File: config.mk
export PLATFORM = sky130hd
export DESIGN_NAME = sram_ctrl
export DESIGN_NICKNAME = d
export VERILOG_FILES = /design/src/rtl/sram_ctrl.sv
export SDC_FILE = /design/constraint.sdc
export NUM_CORES = 1
export LEC_CHECK = 0
export ABC_AREA = 1
export CAP_MARGIN = 10
export CORE_MARGIN = 5
export CORE_UTILIZATION = 43
export DETAILED_ROUTE_END_ITERATION = 10
export PLACE_DENSITY = 0.89
export SYNTH_ARGS = -nofsm -noshare
export SYNTH_HDL_FRONTEND = slang
export SYNTH_SLANG_ARGS = --single-unit
export TNS_END_PERCENT = 30
File: constraint.sdc
create_clock -name CLK -period 1.75 [get_ports CLK]
set_clock_uncertainty 0.15 [all_clocks]
set_input_delay 0.4375 -clock CLK [delete_from_list [all_inputs] [get_ports CLK]]
set_output_delay 0.4375 -clock CLK [all_outputs]
set_load 0.05 [all_outputs]
File: src/rtl/sram_ctrl.sv
// sram_ctrl: initiator-side controller for a single-port synchronous SRAM.
// It clears the whole array to INIT_VAL after every reset. It then turns
// valid/ready requests into SRAM cycles and returns read data on a valid/ready
// response channel, hiding the SRAM's one-cycle registered read latency.
module sram_ctrl #(
    parameter int              AW       = 4,
    parameter int              DW       = 8,
    parameter logic [DW-1:0]   INIT_VAL = '0
) (
    input  logic          CLK,
    input  logic          RST,
    input  logic          REQ_VALID,
    output logic          REQ_READY,
    input  logic          REQ_WR,
    input  logic [AW-1:0] REQ_ADDR,
    input  logic [DW-1:0] REQ_WDATA,
    output logic          RSP_VALID,
    input  logic          RSP_READY,
    output logic [DW-1:0] RSP_RDATA,
    output logic          INIT_DONE,
    output logic [AW-1:0] MEM_ADDR,
    output logic [DW-1:0] MEM_WDATA,
    output logic          MEM_WREN,
    input  logic [DW-1:0] MEM_RDATA
);

    localparam int          DEPTH    = 1 << AW;
    // The counter is one bit wider than the address so it can reach DEPTH,
    // which marks the edge after the last init write.
    localparam logic [AW:0] INIT_END = (AW + 1)'(DEPTH);

    typedef enum logic [1:0] {
        INIT,
        IDLE,
        RD_ISSUE,
        RD_CAPTURE
    } state_t;

    state_t      state;
    logic [AW:0] init_cnt;
    logic        req_fire;

    // A request is accepted only when idle, initialised and no response is pending.
    assign REQ_READY = INIT_DONE && (state == IDLE) && !RSP_VALID;
    assign req_fire  = REQ_VALID && REQ_READY;

    // Main FSM: array clear, request issue, read capture and response hold.
    // NOTE: all state and outputs here use non-blocking assignments. Every
    // register then samples pre-edge values, which avoids simulation races.
    always_ff @(posedge CLK) begin
        if (RST) begin
            state     <= INIT;
            init_cnt  <= '0;
            INIT_DONE <= 1'b0;
            RSP_VALID <= 1'b0;
            RSP_RDATA <= '0;
            MEM_ADDR  <= '0;
            MEM_WDATA <= INIT_VAL;
            MEM_WREN  <= 1'b0;
        end else begin
            // A write strobe lasts one cycle unless a branch below re-arms it.
            MEM_WREN <= 1'b0;

            if (RSP_VALID && RSP_READY) begin
                RSP_VALID <= 1'b0;
            end

            case (state)
                INIT: begin
                    if (init_cnt == INIT_END) begin
                        INIT_DONE <= 1'b1;
                        state     <= IDLE;
                    end else begin
                        MEM_ADDR  <= init_cnt[AW-1:0];
                        MEM_WDATA <= INIT_VAL;
                        MEM_WREN  <= 1'b1;
                        init_cnt  <= init_cnt + 1'b1;
                    end
                end

                IDLE: begin
                    if (req_fire) begin
                        MEM_ADDR <= REQ_ADDR;
                        if (REQ_WR) begin
                            // Writes are posted and leave the FSM in IDLE, so
                            // back-to-back writes run at one per cycle.
                            MEM_WDATA <= REQ_WDATA;
                            MEM_WREN  <= 1'b1;
                        end else begin
                            state <= RD_ISSUE;
                        end
                    end
                end

                // The SRAM registers the read data on this edge.
                RD_ISSUE: begin
                    state <= RD_CAPTURE;
                end

                RD_CAPTURE: begin
                    RSP_RDATA <= MEM_RDATA;
                    RSP_VALID <= 1'b1;
                    state     <= IDLE;
                end

                default: begin
                    state <= INIT;
                end
            endcase
        end
    end

endmodule
* Yosys cells after proc, flatten, opt, wreduce, memory -nomap -nowiden
Index checks and enable logic that the tools add are counted.
** Storage, ports and cells
- Bits in latches :: 0
- Word-level logic and storage cells :: 49
- Flip-flop bits (word level) :: 30
- Memory bits (writable) :: 0
- Memories kept :: 0
- Output and inout bits :: 24
- Memory bits (read-only) :: 0
** Cells by class
- Bitwise logic cells :: 1
- Muxes and demuxes :: 17
- Equality and inequality tests :: 9
- Add/sub/neg operators :: 1
- Reduce and logical (&&, ||, !) cells :: 13
- Multipliers :: 0
- Shift operators :: 0
- Divide/modulo/power cells :: 0
- Magnitude comparators :: 0
** Operators by type and width (number)
- $mux 8 :: 3
- $pmux 8 s2 :: 1
- $ne 2x2->1 const B :: 5
- $mux 4 :: 2
- $pmux 2 s4 :: 1
- $pmux 4 s2 :: 1
- $mux 2 :: 3
- $reduce_and 3->1 :: 2
- $add 5x1->5 const B :: 1
- $eq 5x5->1 const B :: 1
- $mux 1 :: 5
- $eq 2x2->1 const B :: 2
- $logic_and 1x1->1 :: 4
- $reduce_and 2->1 :: 2
- $reduce_and 4->1 :: 1
- $reduce_bool 2->1 :: 2
- $eq 2x1->1 const B :: 1
- $logic_not 2->1 :: 1
- $pmux 1 s2 :: 1
- $logic_not 1->1 :: 1
- $not 1->1 :: 1

* Logic depth before layout (Yosys ltp)
- Word-level depth :: 6
- Depth in mapped cells :: 10
- Mapped depth without buffers :: 10

* Least setup slack after synthesis
OpenSTA, ideal clock, no wires.
- Path type :: register to output
- From :: register INIT_DONE
- To :: output port REQ_READY
- Path slack :: -0.725 ns
- Path buffers :: 0
- Arrival :: 1.888 ns
- Stages on the path, launching flop included :: 3
- Path through :: dfxtp_1 > inv_1 > nor3_1
** Between the ends
- Word-level cells in the longest chain between the ends :: 2
** RTL lines
- start: declaration :: RTL line 20 : output logic INIT_DONE,
- start signal: assignment :: RTL line 54 : INIT_DONE <= 1'b0;
- start signal: assignment :: RTL line 71 : INIT_DONE <= 1'b1;
- $logic_and 1x1->1 (2 in series) :: RTL line 44 : assign REQ_READY = INIT_DONE && (state == IDLE) && !RSP_VALID;
- end: declaration :: RTL line 13 : output logic REQ_READY,
No other way between the ends.

* Worst setup path in the final report
- From :: register state[0]
- To :: output port REQ_READY
** Between the ends
- Word-level cells in the longest chain between the ends :: 3
** RTL lines
- start: declaration :: RTL line 39 : state_t state;
- start signal: assignment :: RTL line 52 : state <= INIT;
- start signal: assignment :: RTL line 72 : state <= IDLE;
- start signal: assignment :: RTL line 90 : state <= RD_ISSUE;
- $eq 2x1->1 :: RTL line 44
- $logic_and 1x1->1 (2 in series) :: RTL line 44
No other way between the ends.

==> impl_metrics.env <==
export IMPL_status="complete, but fails checks"
export IMPL_violations="setup timing"
export IMPL_synth_top_cell_by_area="dfxtp_1"
export IMPL_vias=1567
export IMPL_place_congestion=0.8197
export IMPL_routed_via_density=5.294
export IMPL_hold_buffers=0
export IMPL_crit_path_start_kind="register"
export IMPL_synth_area_sq_um=1331
export IMPL_initial_core_util=0.4433
export IMPL_clkLatencyLatePin_ps=330
export IMPL_finish_instance_area_sq_um=2376
export IMPL_antenna_found_initial=0
export IMPL_worst_path_buf_inv=2
export IMPL_slew_headroom=0.8029
export IMPL_cp_slowest_cell="dfxtp_2"
export IMPL_root_buffer="clkbuf_4"
export IMPL_final_instance_count_excl_fill=296
export IMPL_final_common_cell="nor2_1"
export IMPL_clkTransAtPathRegs_ps=90
export IMPL_ys_warn_count=0
export IMPL_worstHoldEndpoint="init_cnt[4]$_SDFFE_PP0P_"
export IMPL_drc=0
export IMPL_crit_required_ps=1160
export IMPL_hold_depth=2
export IMPL_fillers=184
export IMPL_cap_violations=0
export IMPL_path_class="register to output port"
export IMPL_netlist_instances=191
export IMPL_grt_max_degree=18
export IMPL_r2r_end="MEM_WDATA[6]$_SDFFE_PP0P_"
export IMPL_antenna_cells=0
export IMPL_rows=20
export IMPL_ys_seq_area_frac=0.4511
export IMPL_dp_hpwl_microns=2580
export IMPL_cts_buffers=5
export IMPL_core_sq_um=3003
export IMPL_synthTopCellsByArea="dfxtp_1 45%, nor2_1 15%, nand2_1 9.3%"
export IMPL_drt_initial_drc_count=135
export IMPL_min_period_ps=1909
export IMPL_grt_remaining_overflow=0
export IMPL_place_area_sq_um=2162
export IMPL_place_inst=277
export IMPL_synthesis_nets=221
export IMPL_hold_viol=0
export IMPL_rrSetupSlack_ps=-130
export IMPL_rsz0062_at_grt="yes"
export IMPL_synth_top_area_share=0.4511
export IMPL_grtUsageTotal=0.1878
export IMPL_dieArea_sq_um=4309
export IMPL_cp_end_kind="output port"
export IMPL_layout_drive_gt1_share=0.2814
export IMPL_routedWlPerCell_microns=14.95
export IMPL_drv_slew=0
export IMPL_period_share=1.091
export IMPL_worst_slack_ps=-158.8
export IMPL_worst_slew_pin_slew_ps=295.7
export IMPL_grt_pass1_vias=1471
export IMPL_setup_tns_final_ps=-992.7
export IMPL_ys_seq_elements=30
export IMPL_h_tree_depth=2
export IMPL_leakage_nw=1.050
export IMPL_hp_start="init_cnt[4]$_SDFFE_PP0P_"
export IMPL_antenna_left=0
export IMPL_total_power_mw=3.474
export IMPL_path_cells="ha_4, inv_4, nor3_4, buf_12"
export IMPL_drt_first_pass_iters=4
export IMPL_irDropWorstVdd_mv=1.024
export IMPL_cts_tree="done"
export IMPL_fp_dieH_microns=65.64
export IMPL_layout_nets=292
export IMPL_r2r_start="state[0]$_SDFFE_PP0P_"
export IMPL_layout_common_cells="49 x nor2_1, 29 x nand2_1, 27 x dfxtp_1"
export IMPL_setup_viol=13
export IMPL_pin_count=49
export IMPL_critical_path_depth=4
export IMPL_wl_microns=4426
export IMPL_power_density_nw_per_um2=1462
export IMPL_hp_class="register to register"
export IMPL_crit_family="flip-flops"
export IMPL_synth_distinct_cells=17
export IMPL_syn_area_per_cell_sq_um=6.970
export IMPL_io_buffers=48
export IMPL_worst_r2r_path_depth=9
export IMPL_synthToLayoutAreaGrowth_pct=78.48
export IMPL_cp_data_arrival_time_ps=1320
export IMPL_max_stage_delay_ps=390
export IMPL_path_max_fanout=4
export IMPL_max_freq_mhz=523.9
export IMPL_grt_pass1_wl_microns=6189
export IMPL_clock_sinks=30
export IMPL_clk_path_buf_depth=2
export IMPL_hold_slack_ps=327.6
export IMPL_die_w_microns=65.64
-- kinds of logic (layout without fill, tap and decap cells) --
| family | Yosys count | in the layout | synth area share |
|---|---|---|---|
| adders and majority gates | 5 | 5 | 0.04699 |
| DFF | 30 | 30 | 0.4511 |
| and+or+nand+nor | 109 | 109 | 0.3431 |
| buffers and inverters | 22 | 94 | 0.06484 |
| AOI/OAI and AO/OA | 25 | 25 | 0.09398 |
-- cells in the mapped netlist --
master,n
a21oi_1,12
buf_1,1
buf_2,3
clkbuf_1,2
dfxtp_1,30
ha_1,5
inv_1,15
inv_2,1
nand2_1,33
nand3_1,12
nand4_1,6
nor2_1,52
nor2_4,1
nor3_1,3
nor3b_1,1
o21ai_0,13
or2_0,1
-- state kept, by name, indices dropped and copies added, names as in the netlist --
name	flops
state	2
MEM_ADDR	4
RSP_VALID	1
MEM_WDATA	8
RSP_RDATA	8
MEM_WREN	1
INIT_DONE	1
init_cnt	5
-- where the power goes --
group | internal (mW) | switching, mW
Combinational | 0.901 | 1.13
Sequential | 0.845 | 0.162
Clock | 0.193 | 0.247
Total | 1.94 | 1.54
-- metal layers --
| layer | track usage | vias to the layer above | part of all wire |
|---|---|---|---|
| li1 | - | 754 | - |
| met2 | 0.3317 | 94 | 0.51 |
| met4 | 0.07772 | 0 | 0.035 |
| met1 | 0.2004 | 702 | 0.38 |
| met3 | 0.06667 | 17 | 0.082 |
| met5 | 0 | - | 0 |
-- worst reg2reg max path, cell delays in order, from the launching register on --
cell     delay [ps]
dfxtp_2         390
ha_4            180
buf_4           120
buf_8           110
nand4_1         180
nand2_2         160
nand2_2          80
nor2_4          240
nor2_1           90
nor2_1          120
-- final cells by class --
type                    count  area, sq um  share of cell area
clock buffers               6        51.30             0.02159
clock inverters             2        12.51            0.005266
inverters                  16        62.56             0.02633
multi-input cells         139        710.7              0.2991
flip-flops and latches     30        604.3              0.2543
well taps                  33        41.29             0.01738
repair buffers             70        893.4              0.3760
-- what timing repair did --
action,in CTS,in global routing
endpoints found under the setup margin,2,17
gates resized for setup,6,15
setup buffers,7,6
pin swaps,1,14
-- per-stage QoR --
stage               setup WS (ps)  utilization
CTS                        -113.6       0.7638
global route               -216.2       0.7913
detailed placement         -142.1       0.7200
floorplan                   17.72            -
finish                     -158.8       0.7913
global placement           -68.31       0.7200
-- worst max-delay path by stage --
stage / start / to / slack [ps]
after floorplan: state[1]$_SDFFE_PP0P_ / REQ_READY / 20
after global placement: REQ_VALID / MEM_WDATA[0]$_SDFFE_PP0P_ / -70
after detailed placement: REQ_VALID / MEM_WDATA[7]$_SDFFE_PP0P_ / -140
after CTS: state[1]$_SDFFE_PP0P_ / REQ_READY / -110
after global routing: state[0]$_SDFFE_PP0P_ / MEM_WDATA[0]$_SDFFE_PP0P_ / -220
final: state[0]$_SDFFE_PP0P_ / REQ_READY / -160
No activity file was read; power rests on OpenSTA's default activity.
